File: src/rtl/esp8266_uart_tx.sv
// Byte-strobe UART transmitter: captures Data_send on each Sig rise into a FIFO
// and shifts bytes out as 8N1 frames on Tx, flagging dropped bytes in Overflow.
module esp8266_uart_tx #(
  parameter int CLK_FREQ = 50_000_000,
  parameter int BAUD     = 115200,
  parameter int DEPTH    = 16
) (
  input  logic                   Clk,
  input  logic                   Rst,
  input  logic                   Sig,
  input  logic [7:0]             Data_send,
  output logic                   Tx,
  output logic                   Busy,
  output logic                   Tx_done,
  output logic                   Fifo_full,
  output logic [$clog2(DEPTH):0] Fifo_count,
  output logic                   Overflow
);

  // state | meaning
  // IDLE  | line high, waiting for a byte in the FIFO
  // START | start bit (low) for DIV cycles
  // DATA  | eight data bits, LSB first, DIV cycles each
  // STOP  | stop bit (high); Tx_done in its last cycle, may chain to START

  localparam int DIV = CLK_FREQ / BAUD;
  localparam int AW  = $clog2(DEPTH);
  localparam int CW  = (DIV > 1) ? $clog2(DIV) : 1;
  localparam logic [CW-1:0] BAUD_LAST = CW'(DIV - 1);
  localparam logic [CW-1:0] BAUD_PRE  = CW'(DIV - 2);

  typedef enum logic [1:0] {IDLE, START, DATA, STOP} state_t;

  logic          s1, s2, s3;
  logic          push, push_ok, pop;
  logic [AW:0]   wr_ptr, rd_ptr;
  logic [7:0]    mem [DEPTH];
  logic          empty;
  state_t        state;
  logic [CW-1:0] baud_cnt;
  logic [2:0]    bit_idx;
  logic [7:0]    shift;
  logic          baud_last;

  assign push      = s2 & ~s3;
  assign empty     = (wr_ptr == rd_ptr);
  assign Fifo_full = (wr_ptr[AW-1:0] == rd_ptr[AW-1:0]) && (wr_ptr[AW] != rd_ptr[AW]);
  // A full FIFO drops the push even if the FSM frees a slot in the same cycle.
  assign push_ok   = push & ~Fifo_full;
  assign baud_last = (baud_cnt == BAUD_LAST);
  assign pop       = ~empty & ((state == IDLE) | ((state == STOP) & baud_last));

  assign Fifo_count = wr_ptr - rd_ptr;
  assign Busy       = (state != IDLE) | ~empty;

  always_ff @(posedge Clk or posedge Rst) begin
    if (Rst) begin
      s1 <= 1'b0;
      s2 <= 1'b0;
      s3 <= 1'b0;
    end else begin
      s1 <= Sig;
      s2 <= s1;
      s3 <= s2;
    end
  end

  always_ff @(posedge Clk) begin
    if (push_ok) mem[wr_ptr[AW-1:0]] <= Data_send;
  end

  always_ff @(posedge Clk or posedge Rst) begin
    if (Rst) begin
      wr_ptr   <= '0;
      rd_ptr   <= '0;
      Overflow <= 1'b0;
    end else begin
      if (push_ok) wr_ptr <= wr_ptr + 1'b1;
      if (pop) rd_ptr <= rd_ptr + 1'b1;
      if (push & Fifo_full) Overflow <= 1'b1;
    end
  end

  always_ff @(posedge Clk or posedge Rst) begin
    if (Rst) begin
      state    <= IDLE;
      baud_cnt <= '0;
      bit_idx  <= '0;
      shift    <= '0;
      Tx       <= 1'b1;
      Tx_done  <= 1'b0;
    end else begin
      // Registered, so it is raised one cycle early to land on the last STOP cycle.
      Tx_done <= (state == STOP) && (baud_cnt == BAUD_PRE);
      case (state)
        IDLE: begin
          Tx       <= 1'b1;
          baud_cnt <= '0;
          bit_idx  <= '0;
          if (pop) begin
            shift <= mem[rd_ptr[AW-1:0]];
            Tx    <= 1'b0;
            state <= START;
          end
        end
        START: begin
          if (baud_last) begin
            baud_cnt <= '0;
            bit_idx  <= '0;
            Tx       <= shift[0];
            shift    <= {1'b0, shift[7:1]};
            state    <= DATA;
          end else begin
            baud_cnt <= baud_cnt + 1'b1;
          end
        end
        DATA: begin
          if (baud_last) begin
            baud_cnt <= '0;
            if (bit_idx == 3'd7) begin
              Tx    <= 1'b1;
              state <= STOP;
            end else begin
              Tx      <= shift[0];
              shift   <= {1'b0, shift[7:1]};
              bit_idx <= bit_idx + 1'b1;
            end
          end else begin
            baud_cnt <= baud_cnt + 1'b1;
          end
        end
        STOP: begin
          if (baud_last) begin
            baud_cnt <= '0;
            if (pop) begin
              shift <= mem[rd_ptr[AW-1:0]];
              Tx    <= 1'b0;
              state <= START;
            end else begin
              state <= IDLE;
            end
          end else begin
            baud_cnt <= baud_cnt + 1'b1;
          end
        end
        default: begin
          state <= IDLE;
          Tx    <= 1'b1;
        end
      endcase
    end
  end

endmodule

File: config.mk
export PLATFORM = sky130hd
export DESIGN_NAME = esp8266_uart_tx
export DESIGN_NICKNAME = d
export VERILOG_FILES = /design/src/rtl/esp8266_uart_tx.sv
export SDC_FILE = /design/constraint.sdc
export NUM_CORES = 1
export LEC_CHECK = 0
export CAP_MARGIN = 20
export CELL_PAD_IN_SITES_DETAIL_PLACEMENT = 1
export CELL_PAD_IN_SITES_GLOBAL_PLACEMENT = 2
export CORE_MARGIN = 2
export CORE_UTILIZATION = 46
export CTS_CLUSTER_SIZE = 24
export DETAILED_ROUTE_END_ITERATION = 6
export HOLD_SLACK_MARGIN = 0.15
export MAX_ROUTING_LAYER = met4
export PLACE_DENSITY_LB_ADDON = 0.1
export SLEW_MARGIN = 15
export SYNTH_ARGS = -nofsm -noshare
export SYNTH_HDL_FRONTEND = slang
export SYNTH_SLANG_ARGS = --single-unit
File: constraint.sdc
create_clock -name Clk -period 3.9 [get_ports Clk]
set_input_delay 0.78 -clock Clk [delete_from_list [all_inputs] [get_ports Clk]]
set_output_delay 0.78 -clock Clk [all_outputs]
set_load 0.005 [all_outputs]
==> results.ini, run 1 <==
[clocking]
post_cts_buffers = 0
clock-sinks = 166
clk_latency_ps = 430
cts_hold_buf = 0
cts_root_buf = clkbuf_16
h-tree-depth = 4
cts_buffers = 17
clk_path_buf_depth = 2
cts_tree = yes
post_cts_resized = 0
cts.clk_slew.worst_paths_ps = 60

[place]
portBuffers = 20
globalplace.congestion = 0.813
dp.final_hpwl_mm = 10.3

[global_route]
grt_pass1_vias = 4116
grt_usage_pct = 21.8
grt_first_pass_wirelength_mm = 24.9
grt_max_degree = 39
overflow = 0
antenna_found_initial = 0

[power]
power_leakage_nw = 2.94
peakVddDrop_mv = 0.369
p_per_area_mw_per_mm2 = 745

[die]
die_y_microns = 129
io_pins = 21
fp.dieW_microns = 129
start_util_pct = 47.0
rows = 45
dieArea_sq_mm = 0.0165
core_sq_mm = 0.0152

[worst_hold_path]
min_path_type = reg -> reg

[timing]
skew_ps = 16.0
setup_tns_ps = 0
final_hold_viol_count = 0
period_minus_slack_ps = 3510
setup_viol = 0
rsz0062_at_grt = false
relSlewSlack_pct = 49.7
fmax_mhz = 285
post-route-period-util_pct = 90.1
hold_slack_ps = 357
report.final.slew_viol_count = 0
worstMarginPinSlew_ps = 752

[synthesis]
ys_types = 51
synth_enable_flop_cells = 128
ys.flop_type = edfxtp_1
synth_area_per_cell_sq_um = 15.8
ys_ff_latch = 166
ys_async_sr_fraction_pct = 22.9
synth.cell_area_sq_mm = 0.00714
yosysSeqAreaShare_pct = 67.1
ys.warnings.count = 0
syn_inst = 451
mappedNetlistNets = 482

[critical_path]
crit_slowest_cell = dfrtp_1
crit_buf_inv = 2
cp_data_required_time_ps = 3120
slowest_delay_ps = 730
critical_path.startpoint_type = flop
crit_fanout = 18
endpoint_kind = output pin
crit_arrival_ps = 2730
path_cells = inv_1 -> ha_1 -> nand4_1 -> nor2_1 -> nand2_1 -> clkdlybuf4s50_1
path_class = reg -> out
crit_family = flip-flops

[route]
wirelength_mm = 15.6
dr.pass1.iters = 4
drt-wirelength-per-cell_microns = 22.7
drt_iter0_drc = 256
routed_via_density = 5.56
vias = 3826
drtAntennaViolNets = 0
drc = 0

[job]
max_cap_violations = 0

[outcome]
status = complete, no violations

[finish]
area_growth_syn_to_layout_pct = 14.1
regArea_sq_mm = 0.00480
fillers = 1433
nNetsFinal = 518
antenna_cells = 0
multi_input_area_sq_mm = 0.00216
drive_gt1_share_pct = 17.8

per-layer routing:
| layer | part of all wire (%) | GRT usage, % | wire length, microns |
|---|---|---|---|
| met1 | 47 | 30.1 | 7280 |
| met2 | 49 | 33.1 | 7640 |
| met3 | 3.8 | 4.66 | 589 |
| met4 | 0.67 | 6.33 | 104 |
| met5 | 0 | - | 0 |
metrics by stage:
step                      power (mW)  setup slack, ps  utilization (%)  area [sq um]  std cells
after global routing            6.44              138             53.6          8150        688
after global placement          4.46              908             49.9          7580        656
after detailed placement        4.52              796             49.9          7580        656
final                           6.07              387             53.6          8150        688
after CTS                       6.17              329             53.6          8150        688
after floorplan                 3.88              960                -          7140        451
worst paths after layout:
path                                  startpoint                     to  slack [ps]  cells after the start
setup / recovery           rd_ptr[2]$_DFFE_PP0P_                   Busy         390                      6
hold / removal                      s1$_DFF_PP0_           s2$_DFF_PP0_         360                      0
setup reg to reg           rd_ptr[2]$_DFFE_PP0P_    mem[5][3]$_DFFE_PP_         830                      7
hold reg to reg                     s1$_DFF_PP0_           s2$_DFF_PP0_         360                      0
max in group asynchronous                    Rst  rd_ptr[0]$_DFFE_PP0P_        2740                      3
min in group asynchronous                    Rst           s3$_DFF_PP0_         780                      3
report_power, final:
part	total, mW	switching, mW	internal (mW)
logic	2.17	1.13	1.04
registers	2.29	0.176	2.11
clock network	1.62	0.720	0.897
total	6.07	2.03	4.05
cells by family (layout without fill, tap and decap cells):
| family | after synthesis | after routing | share of synthesized area (%) |
|---|---|---|---|
| adders and majority gates | 20 | 20 | 3.61 |
| buffers and inverters | 39 | 88 | 2.66 |
| AOI/OAI and AO/OA | 57 | 57 | 5.55 |
| DFF | 166 | 166 | 67.1 |
| muxes | 57 | 57 | 11.7 |
| and+or+nand+nor | 92 | 92 | 6.85 |
| xor gates and xnor gates | 20 | 20 | 2.45 |
flip-flops by register name, indices dropped and copies added (netlist names):
name      count
mem         128
s1            1
Tx_done       1
baud_cnt      9
shift         8
rd_ptr        5
Overflow      1
wr_ptr        5
state         2
s3            1
Tx            1
bit_idx       3
s2            1
cell usage after synthesis, drive strengths merged (2+ instances only):
master / n / area [sq um]
a211oi: 9 / 80.1
dfrtp: 37 / 926
o22ai: 7 / 43.8
buf: 11 / 85.1
xor2: 3 / 26.3
and2: 9 / 57.6
nand2: 16 / 60.1
nor2b: 8 / 50.1
clkbuf: 7 / 26.3
nor3: 7 / 35.0
nor2: 29 / 116
a221oi: 7 / 61.3
edfxtp: 128 / 3840
and3: 3 / 21.3
mux4: 18 / 405
mux2: 10 / 143
inv: 21 / 78.8
ha: 19 / 238
a22o: 2 / 17.5
nand3: 5 / 37.5
a21o: 2 / 15.0
o21ai: 13 / 65.1
nand4: 6 / 37.5
nand2b: 3 / 18.8
xnor2: 17 / 149
mux2i: 29 / 290
a21oi: 12 / 60.1
layout make-up:
class,count,area share [%]
well taps,188,2.89
clock buffers,18,5.27
multi-input cells,246,26.5
inverters,21,0.967
repair buffers,35,3.84
flip-flops and latches,166,58.9
clock inverters,14,1.70
cells in the final DEF (no fill, tap or decap), drive strengths merged, types with 10 or more instances in the layout:
cell type / Yosys / routed
clkdlybuf4s50: 0 / 20
clkbuf: 7 / 18
mux2: 10 / 10
edfxtp: 128 / 128
inv: 21 / 29
ha: 19 / 19
nand2: 16 / 16
mux4: 18 / 18
o21ai: 13 / 13
nor2: 29 / 29
mux2i: 29 / 29
xnor2: 17 / 17
dfrtp: 37 / 37
buf: 11 / 15
a21oi: 12 / 12
No activity file was read; power rests on OpenSTA's default activity.
==> run 2: changes to the inputs <==
--- a/config.mk
+++ b/config.mk
@@ -5,11 +5,12 @@
 export SDC_FILE = /design/constraint.sdc
 export NUM_CORES = 1
 export LEC_CHECK = 0
+export ABC_AREA = 1
 export CAP_MARGIN = 20
 export CELL_PAD_IN_SITES_DETAIL_PLACEMENT = 1
 export CELL_PAD_IN_SITES_GLOBAL_PLACEMENT = 2
 export CORE_MARGIN = 2
-export CORE_UTILIZATION = 46
+export CORE_UTILIZATION = 41
 export CTS_CLUSTER_SIZE = 24
 export DETAILED_ROUTE_END_ITERATION = 6
 export HOLD_SLACK_MARGIN = 0.15
==> run 2 against run 1 <==
Compared with the run above: synthesized cell count grew 67%; global-route usage shrank 0.21 points; via count up 33%; sequential power fell by 2%; cell area up 6.6%; maximum frequency grew 4.1%; worst setup slack better by 140 ps; highest routed layer unchanged.
==> results.ini, run 2 <==
[outcome]
status = complete, no violations  ; unchanged

[clocking]
cts_hold_buf = 0  ; unchanged
cts_tree = yes  ; unchanged
clock-sinks = 166  ; unchanged
post_cts_buffers = 0  ; unchanged
cts.clk_slew.worst_paths_ps = 70  ; was 60 ps
cts_root_buf = clkbuf_16  ; unchanged
clk_latency_ps = 440  ; was 430 ps
h-tree-depth = 4  ; unchanged
post_cts_resized = 0  ; unchanged
cts_buffers = 17  ; unchanged
clk_path_buf_depth = 2  ; unchanged

[place]
place_inst = 989  ; was 656
portBuffers = 20  ; unchanged
place_ws_ps = 966  ; was 796 ps
globalplace.congestion = 0.823  ; was 0.813
dp.final_hpwl_mm = 12.9  ; was 10.3 mm

[global_route]
grt_pass1_vias = 5486  ; was 4116
grt_usage_pct = 21.6  ; was 21.8%
grt_first_pass_wirelength_mm = 31.2  ; was 24.9 mm
antenna_found_initial = 0  ; unchanged
overflow = 0  ; unchanged
grt_max_degree = 67  ; was 39

[route]
wl_met2_mm = 9.52  ; was 7.64 mm
drtAntennaViolNets = 0  ; unchanged
drt_iter0_drc = 324  ; was 256
vias = 5075  ; was 3826
routed_via_density = 4.97  ; was 5.56
drt-wirelength-per-cell_microns = 18.9  ; was 22.7 microns
wirelength_mm = 19.3  ; was 15.6 mm
drc = 0  ; unchanged
wl_met1_mm = 8.93  ; was 7.28 mm
dr.pass1.iters = 4  ; unchanged
wl_met3_microns = 668  ; was 589 microns
routed.top_layer = met4  ; unchanged

[synthesis]
mappedNetlistNets = 783  ; was 482
synth_top_area_share_pct = 50.1  ; was 53.8%
synth_common_cells = nand2_1, edfxtp_1, inv_1  ; was edfxtp_1, dfrtp_1, mux2i_1
synth.most_common_cell = nand2_1  ; was edfxtp_1
synth_enable_flop_cells = 128  ; unchanged
yosysTopAreaCell = edfxtp_1  ; unchanged
yosysSeqAreaShare_pct = 62.6  ; was 67.1%
syn_inst = 752  ; was 451
ys_types = 35  ; was 51
yosys-top-cells-area = edfxtp_1, dfrtp_1, nand2_1  ; was edfxtp_1, dfrtp_1, mux4_2
synth_area_per_cell_sq_um = 10.2  ; was 15.8 sq um
ys.warnings.count = 0  ; unchanged
synth.cell_area_sq_mm = 0.00766  ; was 0.00714 sq mm
ys.flop_type = edfxtp_1  ; unchanged
ys_ff_latch = 166  ; unchanged
ys_async_sr_fraction_pct = 22.9  ; unchanged

[die]
fp.dieW_microns = 141  ; was 129 microns
start_util_pct = 41.4  ; was 47.0%
dieArea_sq_mm = 0.0198  ; was 0.0165 sq mm
io_pins = 21  ; unchanged
core_sq_mm = 0.0185  ; was 0.0152 sq mm
rows = 50  ; was 45
die_y_microns = 141  ; was 129 microns

[power]
switching_share_pct = 41.7  ; was 33.3%
pwr-share-seq_pct = 33.3  ; was 37.7%
power_leakage_nw = 3.72  ; was 2.94 nW
power.share.combinational_pct = 42.2  ; was 35.7%
peakVddDrop_mv = 0.491  ; was 0.369 mV
p_per_area_mw_per_mm2 = 779  ; was 745 mW/mm^2
power.switching_mw = 2.82  ; was 2.03 mW
pwr-share-clk_pct = 24.5  ; was 26.6%
p_int_mw = 3.95  ; was 4.05 mW

[finish]
area_growth_syn_to_layout_pct = 13.4  ; was 14.1%
drive_gt1_share_pct = 10.2  ; was 17.8%
fin_cells = 1022  ; was 688
antenna_cells = 0  ; unchanged
layout_commonest_cell = nand2_1  ; was edfxtp_1
nNetsFinal = 806  ; was 518
final_cell_mix = nand2_1, edfxtp_1, inv_1  ; was edfxtp_1, dfrtp_1, mux2i_1
largest_reg_flops = 128  ; unchanged

[job]
max_cap_violations = 0  ; unchanged

[critical_path]
endpoint_kind = output pin  ; unchanged
crit_fanout = 12  ; was 18
critical_path.startpoint_type = flop  ; unchanged
crit_arrival_ps = 2590  ; was 2730 ps
rr_worst_depth = 7  ; unchanged
path_class = reg -> out  ; unchanged
r2r_end = mem[1][6]$_DFFE_PP_  ; was mem[5][3]$_DFFE_PP_
ff2ff_setup_slack_ps = 1120  ; was 830 ps
cp_data_required_time_ps = 3120  ; about the same
r2r_start = rd_ptr[2]$_DFFE_PP0P_  ; unchanged

[timing]
setup_viol = 0  ; unchanged
hold_slack_ps = 367  ; was 357 ps
report.final.slew_viol_count = 0  ; unchanged
post-route-period-util_pct = 86.5  ; was 90.1%
skew_ps = 11.1  ; was 16.0 ps
setup_tns_ps = 0  ; unchanged
relSlewSlack_pct = 42.2  ; was 49.7%
rsz0062_at_grt = false  ; unchanged
period_minus_slack_ps = 3370  ; was 3510 ps
fmax_mhz = 296  ; was 285 MHz
worstMarginPinSlew_ps = 864  ; was 752 ps
final_hold_viol_count = 0  ; unchanged
fin_ws_ps = 526  ; was 387 ps

[worst_hold_path]
hold_path.startpoint = s1$_DFF_PP0_  ; unchanged
holdPathStages = 0  ; unchanged
min_path_type = reg -> reg  ; unchanged
holdPathEnd = s2$_DFF_PP0_  ; unchanged

[run 2: worst max-delay path by stage]
stage | from | end | slack [ps] | depth (start not counted)
floorplan | rd_ptr[1]$_DFFE_PP0P_ | mem[7][0]$_DFFE_PP_ | 1570 | 7
CTS | rd_ptr[2]$_DFFE_PP0P_ | Fifo_count[3] | 510 | 6
detailed placement | rd_ptr[2]$_DFFE_PP0P_ | Fifo_count[3] | 970 | 6
finish | rd_ptr[2]$_DFFE_PP0P_ | Busy | 530 | 6
global route | rd_ptr[2]$_DFFE_PP0P_ | Fifo_count[3] | 350 | 6
global placement | rd_ptr[2]$_DFFE_PP0P_ | Fifo_count[3] | 1030 | 6
[run 2: layout make-up]
| type | count | area, sq um |
|---|---|---|
| fill | 2070 | 9830 |
| sequential | 166 | 4800 |
| multi-input combinational | 471 | 2400 |
| clock buffer | 17 | 425 |
| inverter | 91 | 342 |
| tap | 234 | 293 |
| timing repair buffer | 28 | 273 |
| clock inverter | 15 | 159 |
[run 2: routing by layer]
layer	vias to the layer above	global-route usage (%)
met5	-	-
li1	2493	-
met1	2506	28.7
met2	61	35.1
met3	15	3.57
met4	0	5.32
[run 2: power groups by stage]
stage | registers, mW | logic (mW) | clock network [mW]
floorplan | 2.24 | 1.97 | 0
global placement | 2.28 | 2.80 | 0
detailed placement | 2.29 | 2.87 | 0
CTS | 2.26 | 2.89 | 1.68
global route | 2.28 | 3.20 | 1.75
finish | 2.25 | 2.86 | 1.66
[run 2: critical path, stage by stage (launching register included)]
cell,delay [ps]
dfrtp_1,570
inv_2,170
ha_1,430
nand4_2,190
inv_1,160
nand3_1,140
clkdlybuf4s50_1,490
[run 2: kinds of logic (layout without fill, tap and decap cells)]
family	Yosys count	count (layout)	synth area share [%]
xor gates and xnor gates	14	14	1.70
adders and majority gates	20	20	3.36
DFF	166	166	62.6
AOI/OAI and AO/OA	39	39	3.30
buffers and inverters	115	151	6.17
and+or+nand+nor	398	398	22.9
[run 2: metrics by stage]
stage / cell area (sq um) / power (mW) / util [%]
final: 8690 / 6.77 / 46.9
after global routing: 8690 / 7.24 / 46.9
after CTS: 8660 / 6.83 / 46.8
after detailed placement: 8080 / 5.16 / 43.6
after global placement: 8080 / 5.08 / 43.6
after floorplan: 7660 / 4.22 / -
==> run 3: changes to the inputs <==
--- a/config.mk
+++ b/config.mk
@@ -10,9 +10,10 @@
 export CELL_PAD_IN_SITES_DETAIL_PLACEMENT = 1
 export CELL_PAD_IN_SITES_GLOBAL_PLACEMENT = 2
 export CORE_MARGIN = 2
-export CORE_UTILIZATION = 41
+export CORE_UTILIZATION = 42
 export CTS_CLUSTER_SIZE = 24
 export DETAILED_ROUTE_END_ITERATION = 6
+export DONT_BUFFER_PORTS = 1
 export HOLD_SLACK_MARGIN = 0.15
 export MAX_ROUTING_LAYER = met4
 export PLACE_DENSITY_LB_ADDON = 0.1
==> run 3 against run 2 <==
Compared with the run above: clock power hardly changed; via count is 0.35% lower; register-to-register slack worse by 120 ps; sequential share of layout area is 1.4 points higher; worst setup slack better by 390 ps; non-clock buffer count is 21 lower; cell count is 2.4% lower; hold slack worse by 74 ps; power is 3.3% lower.
==> results.ini, run 3 (same netlist as run 2, synthesis figures left out) <==
[outcome]
status = complete, no violations  ; unchanged

[finish]
nNetsFinal = 785  ; was 806
area_growth_syn_to_layout_pct = 10.5  ; was 13.4%
final_cell_mix = nand2_1, edfxtp_1, inv_1  ; unchanged
layout_commonest_cell = nand2_1  ; unchanged
fillers = 1994  ; was 2070
drive_gt1_share_pct = 10.2  ; about the same
largest_reg_flops = 128  ; unchanged

[critical_path]
cp_data_required_time_ps = 3120  ; about the same
path_class = reg -> out  ; unchanged
r2r_start = rd_ptr[2]$_DFFE_PP0P_  ; unchanged
endpoint_kind = output pin  ; unchanged
ff2ff_setup_slack_ps = 1000  ; was 1120 ps
crit_arrival_ps = 2200  ; was 2590 ps
rr_worst_depth = 7  ; unchanged
crit_fanout = 12  ; unchanged
critical_path.startpoint_type = flop  ; unchanged
r2r_end = mem[14][3]$_DFFE_PP_  ; was mem[1][6]$_DFFE_PP_

[timing]
rsz0062_at_grt = false  ; unchanged
final_hold_viol_count = 0  ; unchanged
period_minus_slack_ps = 2980  ; was 3370 ps
skew_ps = 16.1  ; was 11.1 ps
post-route-period-util_pct = 76.5  ; was 86.5%
worstMarginPinSlew_ps = 1060  ; was 864 ps
setup_viol = 0  ; unchanged
fin_ws_ps = 915  ; was 526 ps
fmax_mhz = 335  ; was 296 MHz
relSlewSlack_pct = 28.8  ; was 42.2%
report.final.slew_viol_count = 0  ; unchanged
setup_tns_ps = 0  ; unchanged

[job]
max_cap_violations = 0  ; unchanged

[global_route]
grt_usage_pct = 22.0  ; was 21.6%
grt_pass1_vias = 5405  ; was 5486
grt_first_pass_wirelength_mm = 30.8  ; was 31.2 mm
grt_max_degree = 66  ; was 67
antenna_found_initial = 0  ; unchanged
overflow = 0  ; unchanged

[die]
fp.dieW_microns = 139  ; was 141 microns
start_util_pct = 42.7  ; was 41.4%
dieArea_sq_mm = 0.0193  ; was 0.0198 sq mm
core_sq_mm = 0.0180  ; was 0.0185 sq mm
die_y_microns = 139  ; was 141 microns
rows = 49  ; was 50
io_pins = 21  ; unchanged

[route]
wl_met1_mm = 8.78  ; was 8.93 mm
drtAntennaViolNets = 0  ; unchanged
drt_iter0_drc = 238  ; was 324
dr.pass1.iters = 4  ; unchanged
wl_met3_microns = 529  ; was 668 microns
drc = 0  ; unchanged
wirelength_mm = 19.5  ; was 19.3 mm
wl_met2_mm = 9.94  ; was 9.52 mm
vias = 5057  ; was 5075
routed_via_density = 5.07  ; was 4.97
routed.top_layer = met4  ; unchanged
drt-wirelength-per-cell_microns = 19.6  ; was 18.9 microns

[worst_hold_path]
min_path_type = in -> async  ; was reg -> reg

[clocking]
cts_hold_buf = 0  ; unchanged
cts_root_buf = clkbuf_16  ; unchanged
post_cts_buffers = 0  ; unchanged
post_cts_resized = 0  ; unchanged
h-tree-depth = 4  ; unchanged
cts_buffers = 17  ; unchanged
cts_tree = yes  ; unchanged
clk_path_buf_depth = 2  ; unchanged
clk_latency_ps = 430  ; was 440 ps
clock-sinks = 166  ; unchanged
cts.clk_slew.worst_paths_ps = 70  ; about the same

[power]
totalPowerFinal_mw = 6.55  ; was 6.77 mW
p_per_area_mw_per_mm2 = 773  ; was 779 mW/mm^2
peakVddDrop_mv = 0.398  ; was 0.491 mV
power_leakage_nw = 3.64  ; was 3.72 nW

[place]
portBuffers = 0  ; was 20
globalplace.congestion = 0.841  ; was 0.823
place_ws_ps = 1050  ; was 966 ps
dp.final_hpwl_mm = 13.3  ; was 12.9 mm

## run 3: changes by cell type in the layout (fill, tap and decap cells not counted), sizes merged
cell / previous run / this run
clkdlybuf4s50: 20 / 0
clkbuf: 17 / 22
inv: 100 / 97
buf: 8 / 6
clkinv: 6 / 4
bufinv: 0 / 1
diode: 0 / 1
## run 3: worst max-delay path by stage
| stage | startpoint | endpoint | slack, ps | cells past startpoint |
|---|---|---|---|---|
| floorplan | rd_ptr[1]$_DFFE_PP0P_ | mem[7][0]$_DFFE_PP_ | 1570 | 7 |
| global placement | rd_ptr[1]$_DFFE_PP0P_ | mem[12][4]$_DFFE_PP_ | 1200 | 7 |
| detailed placement | rd_ptr[2]$_DFFE_PP0P_ | mem[14][3]$_DFFE_PP_ | 1050 | 7 |
| CTS | rd_ptr[2]$_DFFE_PP0P_ | Fifo_count[3] | 890 | 5 |
| global route | rd_ptr[2]$_DFFE_PP0P_ | Fifo_count[3] | 760 | 5 |
| finish | rd_ptr[2]$_DFFE_PP0P_ | Fifo_count[3] | 920 | 5 |
## run 3: power breakdown
part	switching [mW]	internal, mW	total, mW
clock	0.719	0.947	1.67
combinational	1.81	0.801	2.62
sequential	0.147	2.12	2.27
## run 3: worst max-delay path: stages, from the launching register on
cell and delay [ps]:
dfrtp_1 610, inv_2 180, ha_1 420, nand2_1 70, o21ai_0 210, xor2_1 280
## run 3: final cells by class
class / instances / area [sq um] / share of cell area (%)
Sequential cell: 166 / 4800 / 56.6
Multi-Input combinational cell: 471 / 2400 / 28.3
Clock buffer: 21 / 470 / 5.55
Inverter: 91 / 342 / 4.03
Tap cell: 229 / 287 / 3.38
Clock inverter: 11 / 115 / 1.36
Timing Repair Buffer: 7 / 62.6 / 0.738
Antenna cell: 1 / 2.50 / 0.0295
## run 3: stage by stage
stage / instance area (sq um) / hold slack (ps) / instances / util, %
3_3_place_gp: 7860 / 340 / 962 / 43.7
4_1_cts: 8440 / 297 / 994 / 47.0
2_1_floorplan: 7660 / 331 / 752 / -
6_report: 8470 / 293 / 997 / 47.2
3_5_place_dp: 7860 / 347 / 962 / 43.7
5_1_grt: 8470 / 324 / 996 / 47.1
## run 3: routing by layer
layer	up-vias	track usage [%]
met1	2504	27.2
li1	2456	-
met3	18	3.97
met5	-	-
met4	0	6.59
met2	79	37.0
